$ cat config.mk
export PLATFORM = sky130hd
export DESIGN_NAME = ifetch_queue
export DESIGN_NICKNAME = d
export VERILOG_FILES = /design/src/rtl/mcu32x_pkg.sv /design/src/rtl/ifetch_queue_sync_fifo.sv /design/src/rtl/ifetch_queue.sv
export SDC_FILE = /design/constraint.sdc
export NUM_CORES = 1
export LEC_CHECK = 0
export ABC_AREA = 1
export CAP_MARGIN = 20
export CELL_PAD_IN_SITES_DETAIL_PLACEMENT = 0
export CELL_PAD_IN_SITES_GLOBAL_PLACEMENT = 1
export CORE_UTILIZATION = 43
export DETAILED_ROUTE_END_ITERATION = 8
export PLACE_DENSITY = 0.78
export SYNTH_ARGS = -nofsm -noshare
export SYNTH_HDL_FRONTEND = slang
export SYNTH_SLANG_ARGS = --single-unit
$ cat constraint.sdc
create_clock -name clk -period 7 [get_ports clk]
set_input_delay 2.1 -clock clk [delete_from_list [all_inputs] [get_ports clk]]
set_output_delay 2.1 -clock clk [all_outputs]
set_load 0.05 [all_outputs]
$ cat src/rtl/mcu32x_pkg.sv
// Shared core-wide definitions for the mcu32x fetch path: data widths, fetch
// stride, reset vector and the instruction-queue entry layout.
package mcu32x_pkg;

  localparam int XLEN       = 32;
  localparam int INST_W     = 32;
  localparam int FETCH_STEP = 4;

  localparam logic [XLEN-1:0] RESET_VECTOR = 32'h0000_0000;

  // One buffered instruction; pc in the upper half so a raw dump reads pc first.
  typedef struct packed {
    logic [XLEN-1:0]   pc;
    logic [INST_W-1:0] data;
  } fetch_entry_t;

  function automatic logic [XLEN-1:0] word_align(input logic [XLEN-1:0] addr);
    return {addr[XLEN-1:2], 2'b00};
  endfunction

endpackage

$ cat src/rtl/ifetch_queue_sync_fifo.sv
// sync_fifo: single-clock in-order FIFO with flush and occupancy count.
// Push and pop in the same cycle are accepted even when full.
module sync_fifo #(
  parameter int WIDTH = 64,
  parameter int DEPTH = 4,
  localparam int PTR_W = $clog2(DEPTH),
  localparam int CNT_W = PTR_W + 1
) (
  input  logic             clk,
  input  logic             reset,
  input  logic             flush,
  input  logic             push,
  input  logic [WIDTH-1:0] push_data,
  input  logic             pop,
  output logic [WIDTH-1:0] head_data,
  output logic [CNT_W-1:0] count,
  output logic             full,
  output logic             empty
);

  logic [WIDTH-1:0] storage [DEPTH];
  logic [PTR_W-1:0] wr_ptr;
  logic [PTR_W-1:0] rd_ptr;
  logic             do_push;
  logic             do_pop;

  // NOTE: every always_comb output gets a default first so no path leaves it
  // unassigned, which is what would otherwise infer a latch.
  always_comb begin
    empty     = (count == '0);
    full      = (count == CNT_W'(DEPTH));
    do_pop    = pop && !empty;
    do_push   = push && (!full || do_pop);
    head_data = storage[rd_ptr];
  end

  // NOTE: state registers use non-blocking assignments so every flop samples
  // the pre-edge values, independent of statement order.
  always_ff @(posedge clk) begin
    if (reset || flush) begin
      wr_ptr <= '0;
      rd_ptr <= '0;
      count  <= '0;
    end else begin
      if (do_push) wr_ptr <= wr_ptr + PTR_W'(1);
      if (do_pop)  rd_ptr <= rd_ptr + PTR_W'(1);
      count <= count + CNT_W'(do_push) - CNT_W'(do_pop);
    end
  end

  // NOTE: storage is deliberately not reset; count alone decides which slots
  // hold valid data, and leaving the array reset-free lets it map to RAM.
  always_ff @(posedge clk) begin
    if (do_push && !flush && !reset) storage[wr_ptr] <= push_data;
  end

endmodule

$ cat src/rtl/ifetch_queue.sv
// ifetch_queue: sequential instruction prefetcher with credit-limited requests,
// in-order buffering and redirect flush. Define IFQ_PERF_CNT_EN for stall_cycles.
module ifetch_queue
  import mcu32x_pkg::*;
#(
  parameter int              DEPTH           = 4,
  parameter int              MAX_OUTSTANDING = 2,
  parameter logic [XLEN-1:0] RESET_PC        = RESET_VECTOR
) (
  input  logic              clk,
  input  logic              reset,
  input  logic              redirect_valid,
  input  logic [XLEN-1:0]   redirect_pc,
  output logic              mem_req,
  output logic [XLEN-1:0]   mem_addr,
  input  logic              mem_gnt,
  input  logic              mem_rvalid,
  input  logic [INST_W-1:0] mem_rdata,
  output logic              inst_valid,
  output logic [INST_W-1:0] inst_data,
  output logic [XLEN-1:0]   inst_pc,
  input  logic              inst_ready
`ifdef IFQ_PERF_CNT_EN
  ,
  output logic [31:0]       stall_cycles
`endif
);

  localparam int CNT_W = $clog2(DEPTH) + 1;
  localparam int SUM_W = CNT_W + 1;

  logic [XLEN-1:0]  fetch_pc;
  logic [XLEN-1:0]  resp_pc;
  logic [CNT_W-1:0] outstanding;
  logic [CNT_W-1:0] outstanding_next;
  logic [CNT_W-1:0] drop;
  logic [CNT_W-1:0] occupancy;
  logic             grant;
  logic             resp_ok;
  logic             push;
  logic             pop;
  logic             fifo_full;
  logic             fifo_empty;
  fetch_entry_t     push_entry;
  fetch_entry_t     head_entry;

  // Credits cover both buffered words and words still in flight, so a return
  // always has a free slot waiting for it.
  always_comb begin
    mem_req = ({1'b0, occupancy} + {1'b0, outstanding} < SUM_W'(DEPTH)) &&
              (outstanding < CNT_W'(MAX_OUTSTANDING)) &&
              !redirect_valid && !reset;
    mem_addr         = fetch_pc;
    grant            = mem_req && mem_gnt;
    resp_ok          = mem_rvalid && (outstanding != '0);
    push             = resp_ok && (drop == '0) && !redirect_valid;
    pop              = inst_valid && inst_ready;
    outstanding_next = outstanding + CNT_W'(grant) - CNT_W'(resp_ok);
    push_entry       = '{pc: resp_pc, data: mem_rdata};
  end

  always_ff @(posedge clk) begin
    if (reset) begin
      fetch_pc    <= RESET_PC;
      resp_pc     <= RESET_PC;
      outstanding <= '0;
      drop        <= '0;
    end else begin
      outstanding <= outstanding_next;
      if (redirect_valid) begin
        // Everything still in flight now belongs to the abandoned path.
        fetch_pc <= word_align(redirect_pc);
        resp_pc  <= word_align(redirect_pc);
        drop     <= outstanding_next;
      end else begin
        if (grant) fetch_pc <= fetch_pc + XLEN'(FETCH_STEP);
        if (push) begin
          resp_pc <= resp_pc + XLEN'(FETCH_STEP);
        end else if (resp_ok && drop != '0) begin
          drop <= drop - CNT_W'(1);
        end
      end
    end
  end

  sync_fifo #(
    .WIDTH ($bits(fetch_entry_t)),
    .DEPTH (DEPTH)
  ) u_fifo (
    .clk       (clk),
    .reset     (reset),
    .flush     (redirect_valid),
    .push      (push),
    .push_data (push_entry),
    .pop       (pop),
    .head_data (head_entry),
    .count     (occupancy),
    .full      (fifo_full),
    .empty     (fifo_empty)
  );

  // Head fields read as zero whenever the queue is empty.
  always_comb begin
    inst_valid = !fifo_empty;
    inst_data  = inst_valid ? head_entry.data : '0;
    inst_pc    = inst_valid ? head_entry.pc   : '0;
  end

`ifdef IFQ_PERF_CNT_EN
  always_ff @(posedge clk) begin
    if (reset) begin
      stall_cycles <= '0;
    end else if (!inst_valid && stall_cycles != '1) begin
      stall_cycles <= stall_cycles + 32'd1;
    end
  end
`endif

  a_no_orphan_resp: assert property (@(posedge clk) disable iff (reset)
    !(mem_rvalid && outstanding == '0));

  a_no_overflow: assert property (@(posedge clk) disable iff (reset)
    !(push && fifo_full && !pop));

endmodule

# Word-level counts from Yosys, hierarchy flattened
# Memories as Yosys holds them, arrays and structs flattened. A register that Yosys moved wholly into a read port is not among the register bits.
# Cells that the tools add are included.
[word_totals]
reg_bits = 77
latch_bits = 0
mem_bits_rw = 256
n_memories = 1
word_cells = 65
inputBits = 70
mem_bits_ro = 0
out_inout_bits = 98
[memory_table]
columns = ["name", "depth", "word_bits", "rd", "rd_clocked_by_memory_dff", "wr", "line", "rtl"]
rows = [
  ["u_fifo.storage", 4, 64, 1, 1, 1, "ifetch_queue_sync_fifo.sv:21", "logic [WIDTH-1:0] storage [DEPTH];"],
]
[classes]
addsub = 10
shifts = 0
div_mod_pow = 0
n_eq_ne = 2
mul = 0
reduce_logical = 28
bitwise_logic = 0
mux = 13
magnitude_cmp = 2
[ops]
columns = ["op", "count"]
rows = [
  ["$mux W32", 6],
  ["$add A32 B3 Y32 const B", 2],
  ["$logic_and A1 B1 Y1", 13],
  ["$mux W3", 3],
  ["$add A3 B1 Y3", 2],
  ["$logic_not A3 Y1", 2],
  ["$reduce_bool A2 Y1", 3],
  ["$reduce_bool A3 Y1", 2],
  ["$sub A3 B1 Y3", 2],
  ["$add A2 B1 Y2 const B", 2],
  ["$add A3 B3 Y4", 1],
  ["$logic_not A1 Y1", 4],
  ["$lt A4 B3 Y1 const B", 1],
  ["$mux W2", 2],
  ["$eq A3 B3 Y1 const B", 1],
  ["$lt A3 B2 Y1 const B", 1],
  ["$sub A3 B1 Y3 const B", 1],
  ["$logic_or A1 B1 Y1", 2],
  ["$mux W1", 2],
  ["$ne A2 B2 Y1 const B", 1],
  ["$reduce_and A2 Y1", 1],
  ["$reduce_or A2 Y1", 1],
]

# Longest topological paths before layout
# Gate-level depths: netlist of the first run.
[depth]
word_depth = 10
depth_mapped = 13
ltp_nobuf = 13

# Hierarchy
# A second synthesis of the first run with hierarchy kept.
[unflattened]
hier_cells = 1586
area_unflattened_um2 = 15178.3
[by_module_without_submodules]
columns = ["module", "seq_area_each_um2", "cells_per_inst", "area_per_inst_um2", "instances"]
rows = [
  ["sync_fifo", 7867.5, 691, 9998.3, 1],
  ["ifetch_queue", 1321.3, 895, 5180.0, 1],
]

# Worst setup path after synthesis of the first run
# Ideal clock, no wire load.
[synth_timing]
kind = "input-to-reg"
startpoint = "input port redirect_valid"
endpoint = "memory u_fifo.storage[0][0], enable pin"
slack_ns = 1.120
path_buffers = 1
path_stages = 6
setup_ns = 0.482
t_required_ns = 6.518
t_arrival_ns = 5.398
cell_sequence = "buf_6 -> nor2_2 -> o31ai_2 -> inv_2 -> nand2_1 -> nor2_1"
[synth_between]
elab_chain_cells = 7
[synth_lines]
columns = ["element", "line", "rtl"]
rows = [
  ["from (decl)", "ifetch_queue.sv:12", "input logic redirect_valid,"],
  ["$logic_not A1 Y1", "ifetch_queue.sv:56", "push = resp_ok && (drop == '0) && !redirect_valid;"],
  ["$logic_and A1 B1 Y1", "ifetch_queue.sv:56", ""],
  ["$logic_and A1 B1 Y1", "ifetch_queue_sync_fifo.sv:33", "do_push = push && (!full || do_pop);"],
  ["via u_fifo.do_push", "ifetch_queue_sync_fifo.sv:24", "logic do_push;"],
  ["$logic_and A1 B1 Y1 (2 in series)", "ifetch_queue_sync_fifo.sv:54", "if (do_push && !flush && !reset) storage[wr_ptr] <= push_data;"],
  ["$mux W1", "ifetch_queue_sync_fifo.sv:54", ""],
  ["$mux W1 (implied by the code)", "ifetch_queue_sync_fifo.sv:54", ""],
  ["to (decl)", "ifetch_queue_sync_fifo.sv:21", ""],
]
# The timed path passes the listed nets, and every way through them passes these cells.

==> metrics, run 1 <==
final setup fails=0; Leak=around 6.3 nW; top cell type's share of synthesized area=approximately 51%; Synth-to-Final Area Change=21.4%; TritonCTS Buffers=36; Max Cap Viol=0; HPWL after detailed placement=about 23000 um; CTS Buffer Depth=3; Post-CTS Hold Buffers=0; FP Rows=67; Clock Sinks=around 320; clk slew on worst S/H paths=roughly 0.060 ns; post-CTS setup buffer count=0; slowest stage delay, CP=~0.85 ns; Reg-to-Reg End=u_fifo.storage[3][20]$_DFFE_PP_; Hold Path Class=reg -> reg; Chip Width=187 um; CP Data Required Time=about 5 ns; placed inst area=around 0.017 sq mm; area leader, netlist=edfxtp_1; Worst VDD drop=roughly 0.16 mV; Worst Tran Pin Value=1.02 ns; Mapped Area=between 0.01 and 0.015 sq mm; Via Count=roughly 11000; Core Area=roughly 0.034 sq mm; global-route wire length before repair=about 60000 um; fin crit period=around 5.5 ns; Global Route Usage Sum=between 20% and 30%; Die Ht=187 um; logic gate share of total power=about 15%; # resized after CTS=0; Post-synth top flop=edfxtp_1; normalized max-slew margin=31.9%; I/O pins=between 150 and 200; Reg2Reg Setup Slack=3.83 ns; antenna violations before repair=0; Netlist cell types=40; Routed WL per cell=17.0 um; Post-synth EDFFs=248; routability cong.=0.895; Via density=between 5 and 6; Clock Latency Late Sink=approximately 0.52 ns; Detailed Route Iter0 Violations=approximately 750; FF-to-FF Start=drop[0]$_SDFFE_PP0P_; total internal power=3.46 mW; crit path cell chain=buf_4 > nor2_1 > nor2_1 > o21ai_0 > a21oi_1 > clkdlybuf4s50_1; largest net degree at the start of global routing=~70; Final period util=79.2%; GR Overflow Total=0; switching part of the total=a little over a quarter; DRT Pass-1 Iters=5; f_max=about 180 MHz; final setup TNS=0 ns; kind of critical path=reg -> out; count leader, synth=nor2_1; CTS tree=built; # diodes=0; Clock Power Share=between 30% and 40%; die area=between 0.03 and 0.04 sq mm; crit start category=register; crit-path max FO=70; Final Max Slew Viols=0; FILL cells=between 3000 and 4000; Design Area, Final=around 0.018 sq mm; Syn Inst Count=between 1500 and 2000; clk_skew=approximately 0.019 ns; PwrDens=266 mW/mm^2; asr flop ratio synth=0%; status=finished clean; #FFs+latches synth=about 320; vias in the first global route=10830; residual DRC count=0; syn avg cell area=roughly 9 sq um; sequential fraction of the synthesis area=just over 60%; share of layout cells above drive strength 1=~5.9%; WP data arrival=~3.4 ns; crit path capture=inst_pc[7]; slowest CP cell=clkdlybuf4s50_1; Switch Pwr=1.29 mW; Final #Nets=between 1500 and 2000; Ys Warns=0; final hold violation count=0; kind of end point of the critical path=output pin; commonest cells in the synthesized netlist=nor2_1 (378), nand2_1 (260), edfxtp_1 (248); final wirelength=between 30000 and 40000 um; sequential share of power=a little under half; Reg2Reg Depth=10; most used cell, CP=nor2_1; Synth area leaders=edfxtp_1 (51%), dfxtp_1 (10%), nor2_1 (9.7%), nand2_1 (6.6%), o21ai_0 (6.2%); DRT antenna net count=0; RSZ-0062 raised after global routing=no; Starting Density=43.7%; H-Tree Depth=2; clock root cell=clkbuf_16; port buffer count=between 150 and 200
[metrics by stage]
stage | hold slack (ns) | setup WS, ns | power [mW] | utilization [%] | instances
3_3_place_gp | 0.447 | 1.51 | 2.94 | 49.6 | 2146
2_1_floorplan | 0.436 | 1.12 | 2.70 | - | 1596
6_report | 0.466 | 1.46 | 4.75 | 53.1 | 2210
3_5_place_dp | 0.456 | 1.52 | 2.95 | 49.6 | 2146
5_1_grt | 0.503 | 1.20 | 4.93 | 53.1 | 2210
4_1_cts | 0.466 | 1.17 | 4.78 | 53.0 | 2209
[metal layers]
metal | routed length (um) | up-vias | GRT usage [%] | part of all wire, %
li1 | - | 5635 | - | -
met1 | 17100 | 5271 | 28.5 | 45
met2 | 17400 | 317 | 35.3 | 46
met3 | 1850 | 67 | 2.98 | 4.9
met4 | 1200 | 0 | 7.88 | 3.2
met5 | 0 | - | 0 | 0
[cell usage in the layout, fill, tap and decap left out, types with 36 or more instances in the layout]
cell	netlist	final
clkbuf_16	0	36
a21oi_1	115	115
inv_1	99	99
nand3_1	64	64
dfxtp_1	75	73
nand2_1	260	260
edfxtp_1	248	248
o21ai_0	183	183
clkdlybuf4s50_1	0	159
nor2_1	378	374
[area by class of cell]
class | instances | area (sq um) | share of cell area [%]
tap | 448 | 561 | 3.14
clock buffer | 41 | 920 | 5.15
clock inverter | 22 | 221 | 1.24
multi-input combinational | 1092 | 5050 | 28.3
sequential | 323 | 8950 | 50.2
inverter | 106 | 398 | 2.23
timing repair buffer | 178 | 1740 | 9.77
[sequential cells by signal, summed over array words and instances, names as in the netlist, named ones only]
| signal | cells |
|---|---|
| u_fifo.count | 3 |
| drop | 3 |
| u_fifo.storage | 248 |
| mem_addr | 30 |
| u_fifo.wr_ptr | 2 |
| resp_pc | 30 |
| outstanding | 3 |
| u_fifo.rd_ptr | 2 |
[power groups by stage]
stage | combinational, mW | clock (mW) | sequential [mW]
5_1_grt | 0.754 | 1.95 | 2.23
6_report | 0.694 | 1.84 | 2.22
3_3_place_gp | 0.689 | 0 | 2.25
2_1_floorplan | 0.417 | 0 | 2.28
4_1_cts | 0.697 | 1.87 | 2.22
3_5_place_dp | 0.694 | 0 | 2.26
[critical path: cells and delay by family, from the launching register on]
kind	cells	cell delay [ns]
buffers and inverters	2	1.59
AO/OA/AOI/OAI	2	0.33
flip-flops	1	0.76
AND/OR/NAND/NOR	2	0.21
[how the worst min path moves through the flow]
stage,start,endpoint,cells past startpoint
final,u_fifo.rd_ptr[1]$_SDFFE_PP0P_,register,2
after global routing,u_fifo.rd_ptr[0]$_SDFFE_PP0P_,register,1
after CTS,u_fifo.rd_ptr[1]$_SDFFE_PP0P_,register,2
after detailed placement,u_fifo.rd_ptr[1]$_SDFFE_PP0P_,register,2
after global placement,u_fifo.rd_ptr[1]$_SDFFE_PP0P_,register,2
after floorplan,u_fifo.rd_ptr[1]$_SDFFE_PP0P_,register,2
[cell families (layout without fill, tap and decap cells)]
| family | Yosys count | count (layout) | share of synthesized area, % |
|---|---|---|---|
| AO/OA/AOI/OAI | 320 | 320 | 11.3 |
| other | 1 | 4 | 0.0255 |
| AND/OR/NAND/NOR | 740 | 740 | 20.6 |
| XOR/XNOR | 11 | 11 | 0.655 |
| flip-flops | 323 | 323 | 60.9 |
| adder cells (fa/ha/maj) | 17 | 17 | 1.55 |
| buffers and inverters | 181 | 347 | 5.04 |
(Power assumes the default switching activity.)
==> inputs of run 2 (changes only) <==
==> constraint.sdc (replaced) <==
create_clock -name clk -period 5.4 [get_ports clk]
set_input_delay 1.62 -clock clk [delete_from_list [all_inputs] [get_ports clk]]
set_output_delay 1.62 -clock clk [all_outputs]
set_load 0.05 [all_outputs]
==> run 2 against run 1 <==
Effect of this change: critical path depth decreased by 1; register-to-register slack got worse by 1.3 ns; largest power group unchanged; combinational power grew 31%; first-iteration DRC count is 8.6% lower; clock skew down 0.0065 ns; critical path type unchanged.
==> metrics, run 2 (synthesis results as in run 1) <==
status=finished clean; die area=approximately 0.035 sq mm; Reg2Reg Depth=12; crit start category=register; commonest non-fill, non-tap cell in the layout=nor2_1; hold path cells=2; # resized after CTS=0; routability cong.=~0.9; Detailed Route Iter0 Violations=slightly below 700; Global Route Usage Sum=21.1%; Clock Latency Late Sink=around 0.51 ns; largest net degree at the start of global routing=~130; clk_skew=0.0122 ns; HPWL after detailed placement=around 22000 um; Final Power=just over 6 mW; post-CTS setup buffer count=0; Reg2Reg Setup Slack=around 2.6 ns; Die Ht=between 150 and 200 um; Final period util=between 80% and 90%; Hold Path Class=reg -> reg; antenna violations before repair=0; clock root cell=clkbuf_16; Reg with most FFs=u_fifo.storage; normalized max-slew margin=36.6%; final hold violation count=0; CTS Buffer Depth=3; DRT Pass-1 Iters=5; FP Rows=67; Via density=around 5.1; vias in the first global route=roughly 11000; CP Data Required Time=approximately 3.8 ns; uppermost layer routed=met4; global-route wire length before repair=around 58000 um; Starting Density=a little over two fifths; crit-path max FO=44; Chip Width=~190 um; residual DRC count=0; Synth-to-Final Area Change=21.7%; placed inst area=0.0168 sq mm; I/O pins=168; Worst VDD drop=a little over 0.2 mV; RSZ-0062 raised after global routing=no; final setup fails=0; WP data arrival=around 3 ns; dpl cells=between 2000 and 2500; port buffer count=about 160; Post-CTS Hold Buffers=0; final wirelength=approximately 37000 um; met1 wire length=roughly 16000 um; Routed WL per cell=between 15 and 20 um; fin crit period=4.65 ns; clk slew on worst S/H paths=~0.050 ns; Design Area, Final=0.0179 sq mm; kind of end point of the critical path=output pin; Via Count=~11000; hold slack final=around 0.46 ns; Worst Tran Pin Value=approximately 0.95 ns; Leak=~6.3 nW; Core Util, Final=a little over half; share of layout cells above drive strength 1=under 10%; f_max=between 200 and 250 MHz; # diodes=0; max reg flops=approximately 250; GR Overflow Total=0; kind of critical path=reg -> out; Non-Filler Instances=between 2000 and 2500; CTS tree=built; H-Tree Depth=2; Core Area=about 0.034 sq mm; DRT antenna net count=0; Final Max Slew Viols=0; commonest cells after routing, fill and taps aside=nor2_1 (374), nand2_1 (260), edfxtp_1 (248); TritonCTS Buffers=35; metal2 WL=around 17000 um; routed length on met3=around 1900 um; Final #Nets=approximately 1800; PwrDens=341 mW/mm^2; Max Cap Viol=0; Clock Sinks=around 320
-- run 2: cell type report --
cell class                      instances  area, sq um
Timing Repair Buffer                  178         1820
Clock inverter                         15          199
Inverter                              106          398
Tap cell                              448          561
Sequential cell                       323         8950
Clock buffer                           44          910
Fill cell                            3017        15700
Multi-Input combinational cell       1092         5050
-- run 2: worst paths after layout --
| path | to | startpoint |
|---|---|---|
| worst min register to register | register | u_fifo.rd_ptr[1]$_SDFFE_PP0P_ |
| worst max-delay path | inst_pc[23] | register |
| worst min-delay path | register | u_fifo.rd_ptr[1]$_SDFFE_PP0P_ |
| worst max register to register | drop[2]$_SDFFE_PP0P_ | u_fifo.count[1]$_SDFF_PP0_ |
-- run 2: stage by stage --
| step | worst slack, ns | setup TNS [ns] |
|---|---|---|
| after floorplan | -0.000202 | -0.0501 |
| after global placement | 0.901 | 0 |
| after detailed placement | 0.904 | 0 |
| after CTS | 0.714 | 0 |
| after global routing | 0.570 | 0 |
| final | 0.747 | 0 |
-- run 2: report_power, final --
part	internal (mW)	switching [mW]
registers	2.77	0.0985
logic	0.301	0.607
clock network	1.39	0.932
-- run 2: critical path, stage by stage, from the launching register on --
cell	delay (ns)
dfxtp_4	0.35
inv_2	0.52
buf_4	0.38
o21ai_0	0.13
a21oi_1	0.26
clkdlybuf4s50_1	0.86
-- run 2: metal layers --
layer	global-route usage, %	vias to the layer above
li1	-	5640
met1	27.6	5283
met2	35.5	325
met3	2.85	70
met4	8.48	0
met5	0	-
==> inputs of run 3 (changes only) <==
--- a/config.mk
+++ b/config.mk
@@ -11,6 +11,8 @@
 export CELL_PAD_IN_SITES_GLOBAL_PLACEMENT = 1
 export CORE_UTILIZATION = 43
 export DETAILED_ROUTE_END_ITERATION = 8
+export GPL_ROUTABILITY_DRIVEN = 0
+export GPL_TIMING_DRIVEN = 0
 export PLACE_DENSITY = 0.78
 export SYNTH_ARGS = -nofsm -noshare
 export SYNTH_HDL_FRONTEND = slang
==> run 3 against run 2 <==
Effect of this change: clock power is 6% lower; via count rose by 3.1%; critical path depth grew 2; maximum frequency is 7.3% lower; worst hold slack better by 0.015 ns; clock skew up 0.0026 ns; worst setup slack got worse by 0.36 ns; sequential power about the same; design area increased by 1.2%; sequential share of layout area down 0.61 points; utilization rose by 0.63 points; critical path type unchanged; largest cell class unchanged.
==> metrics, run 3 (synthesis results as in run 1) <==
status=finished clean; CTS tree=built; CP Data Required Time=about 3.8 ns; Starting Density=43.7%; Synth-to-Final Area Change=23.1%; Routed WL per cell=around 18 um; most used cell, CP=clkbuf_1; GR Overflow Total=0; PwrDens=between 300 and 400 mW/mm^2; WP data arrival=around 3.4 ns; Worst Path Buf+Inv=4; Hold Path Class=reg -> reg; global-route wire length before repair=62900 um; TritonCTS Buffers=34; Worst Tran Pin Value=0.792 ns; Clock Sinks=323; RSZ-0062 raised after global routing=no; final wirelength=around 41000 um; Final #Nets=roughly 1900; max reg flops=about 250; H-Tree Depth=2; largest net degree at the start of global routing=29; kind of end point of the critical path=output pin; antenna violations before repair=0; Die Ht=between 150 and 200 um; post-CTS setup buffer count=0; Final period util=92.9%; slowest CP cell=clkdlybuf4s50_1; FP Rows=between 60 and 70; # diodes=0; clk_skew=~0.015 ns; Worst VDD drop=~0.19 mV; Via density=5.15; Final Max Slew Viols=0; normalized max-slew margin=47.1%; DRT antenna net count=0; Max Cap Viol=0; DRT Pass-1 Iters=5; Global Route Usage Sum=a little under a quarter; crit-path max FO=10; commonest non-fill, non-tap cell in the layout=nor2_1; Core Area=~0.034 sq mm; CP top delay family=buffers and inverters; crit path cell chain=clkbuf_1 > inv_2 > clkbuf_1 > nor2_1 > o21ai_0 > a21oi_1 > clkdlybuf4s50_1; residual DRC count=0; I/O pins=168; slowest stage delay, CP=between 0.8 and 0.9 ns; port buffer count=~160; clock root cell=clkbuf_16; crit start category=register; Leak=approximately 6.4 nW; kind of critical path=reg -> out; CTS Buffer Depth=3; die area=between 0.03 and 0.04 sq mm; Post-CTS Hold Buffers=0; fin crit period=5.02 ns; Reg with most FFs=u_fifo.storage; Detailed Route Iter0 Violations=between 800 and 900; HPWL after detailed placement=28300 um; final setup TNS=0 ns; final hold violation count=0; share of layout cells above drive strength 1=6.00%; clk slew on worst S/H paths=0.06 ns; Final Power=between 6 and 7 mW; Clock Latency Late Sink=0.51 ns; # resized after CTS=0; Chip Width=about 190 um; final setup fails=0; Via Count=approximately 12000; commonest cells after routing, fill and taps aside=nor2_1 (374), nand2_1 (260), edfxtp_1 (248); vias in the first global route=around 11000; f_max=approximately 200 MHz
## run 3: changes by cell type in the layout (fill, tap and decap cells not counted), sizes merged
cell and delta:
clkbuf +47, buf +17, clkinv -1, bufinv -3
## run 3: worst paths after layout
path	from	cells after the start	slack [ns]	to
setup reg to reg	drop[0]$_SDFFE_PP0P_	10	2.23	u_fifo.storage[1][17]$_DFFE_PP_
hold reg to reg	u_fifo.rd_ptr[1]$_SDFFE_PP0P_	2	0.47	u_fifo.rd_ptr[1]$_SDFFE_PP0P_
setup / recovery	register	7	0.38	inst_pc[11]
hold / removal	u_fifo.rd_ptr[1]$_SDFFE_PP0P_	2	0.47	u_fifo.rd_ptr[1]$_SDFFE_PP0P_
## run 3: area by class of cell
cell class	instances	area, sq um
Inverter	106	398
Tap cell	448	561
Clock buffer	44	930
Multi-Input combinational cell	1092	5050
Fill cell	3055	15500
Timing Repair Buffer	167	1770
Clock inverter	11	104
Buffer	75	343
Sequential cell	323	8950
## run 3: per-layer routing
metal / GRT usage [%] / up-vias / routed length [um]
li1: - / 5772 / -
met1: 30.9 / 5463 / 17800
met2: 39.4 / 381 / 19500
met3: 3.36 / 58 / 2400
met4: 7.50 / 0 / 1120
met5: 0 / - / 0
## run 3: power breakdown
part | total [mW] | internal (mW) | switching [mW] | leakage (nW)
Clock | 2.19 | 1.26 | 0.929 | 0.500
Sequential | 2.87 | 2.77 | 0.102 | 2.87
Combinational | 0.946 | 0.310 | 0.635 | 3.06
Total | 6.01 | 4.34 | 1.67 | 6.43
## run 3: through the flow
| stage | instances | hold slack (ns) | util, % | instance area (sq um) | worst slack, ns |
|---|---|---|---|---|---|
| 5_1_grt | 2266 | 0.506 | 53.8 | 18100 | 0.233 |
| 6_report | 2266 | 0.474 | 53.8 | 18100 | 0.383 |
| 2_1_floorplan | 1596 | 0.436 | - | 14700 | -0.000202 |
| 3_3_place_gp | 2203 | 0.454 | 50.2 | 16900 | -3.06 |
| 3_5_place_dp | 2211 | 0.465 | 50.8 | 17100 | 0.673 |
| 4_1_cts | 2266 | 0.477 | 53.8 | 18100 | 0.365 |
## run 3: tightest hold or removal path, stage by stage (launching register included)
cell     delay [ns]
dfxtp_1        0.30
inv_1          0.05
a21oi_1        0.07
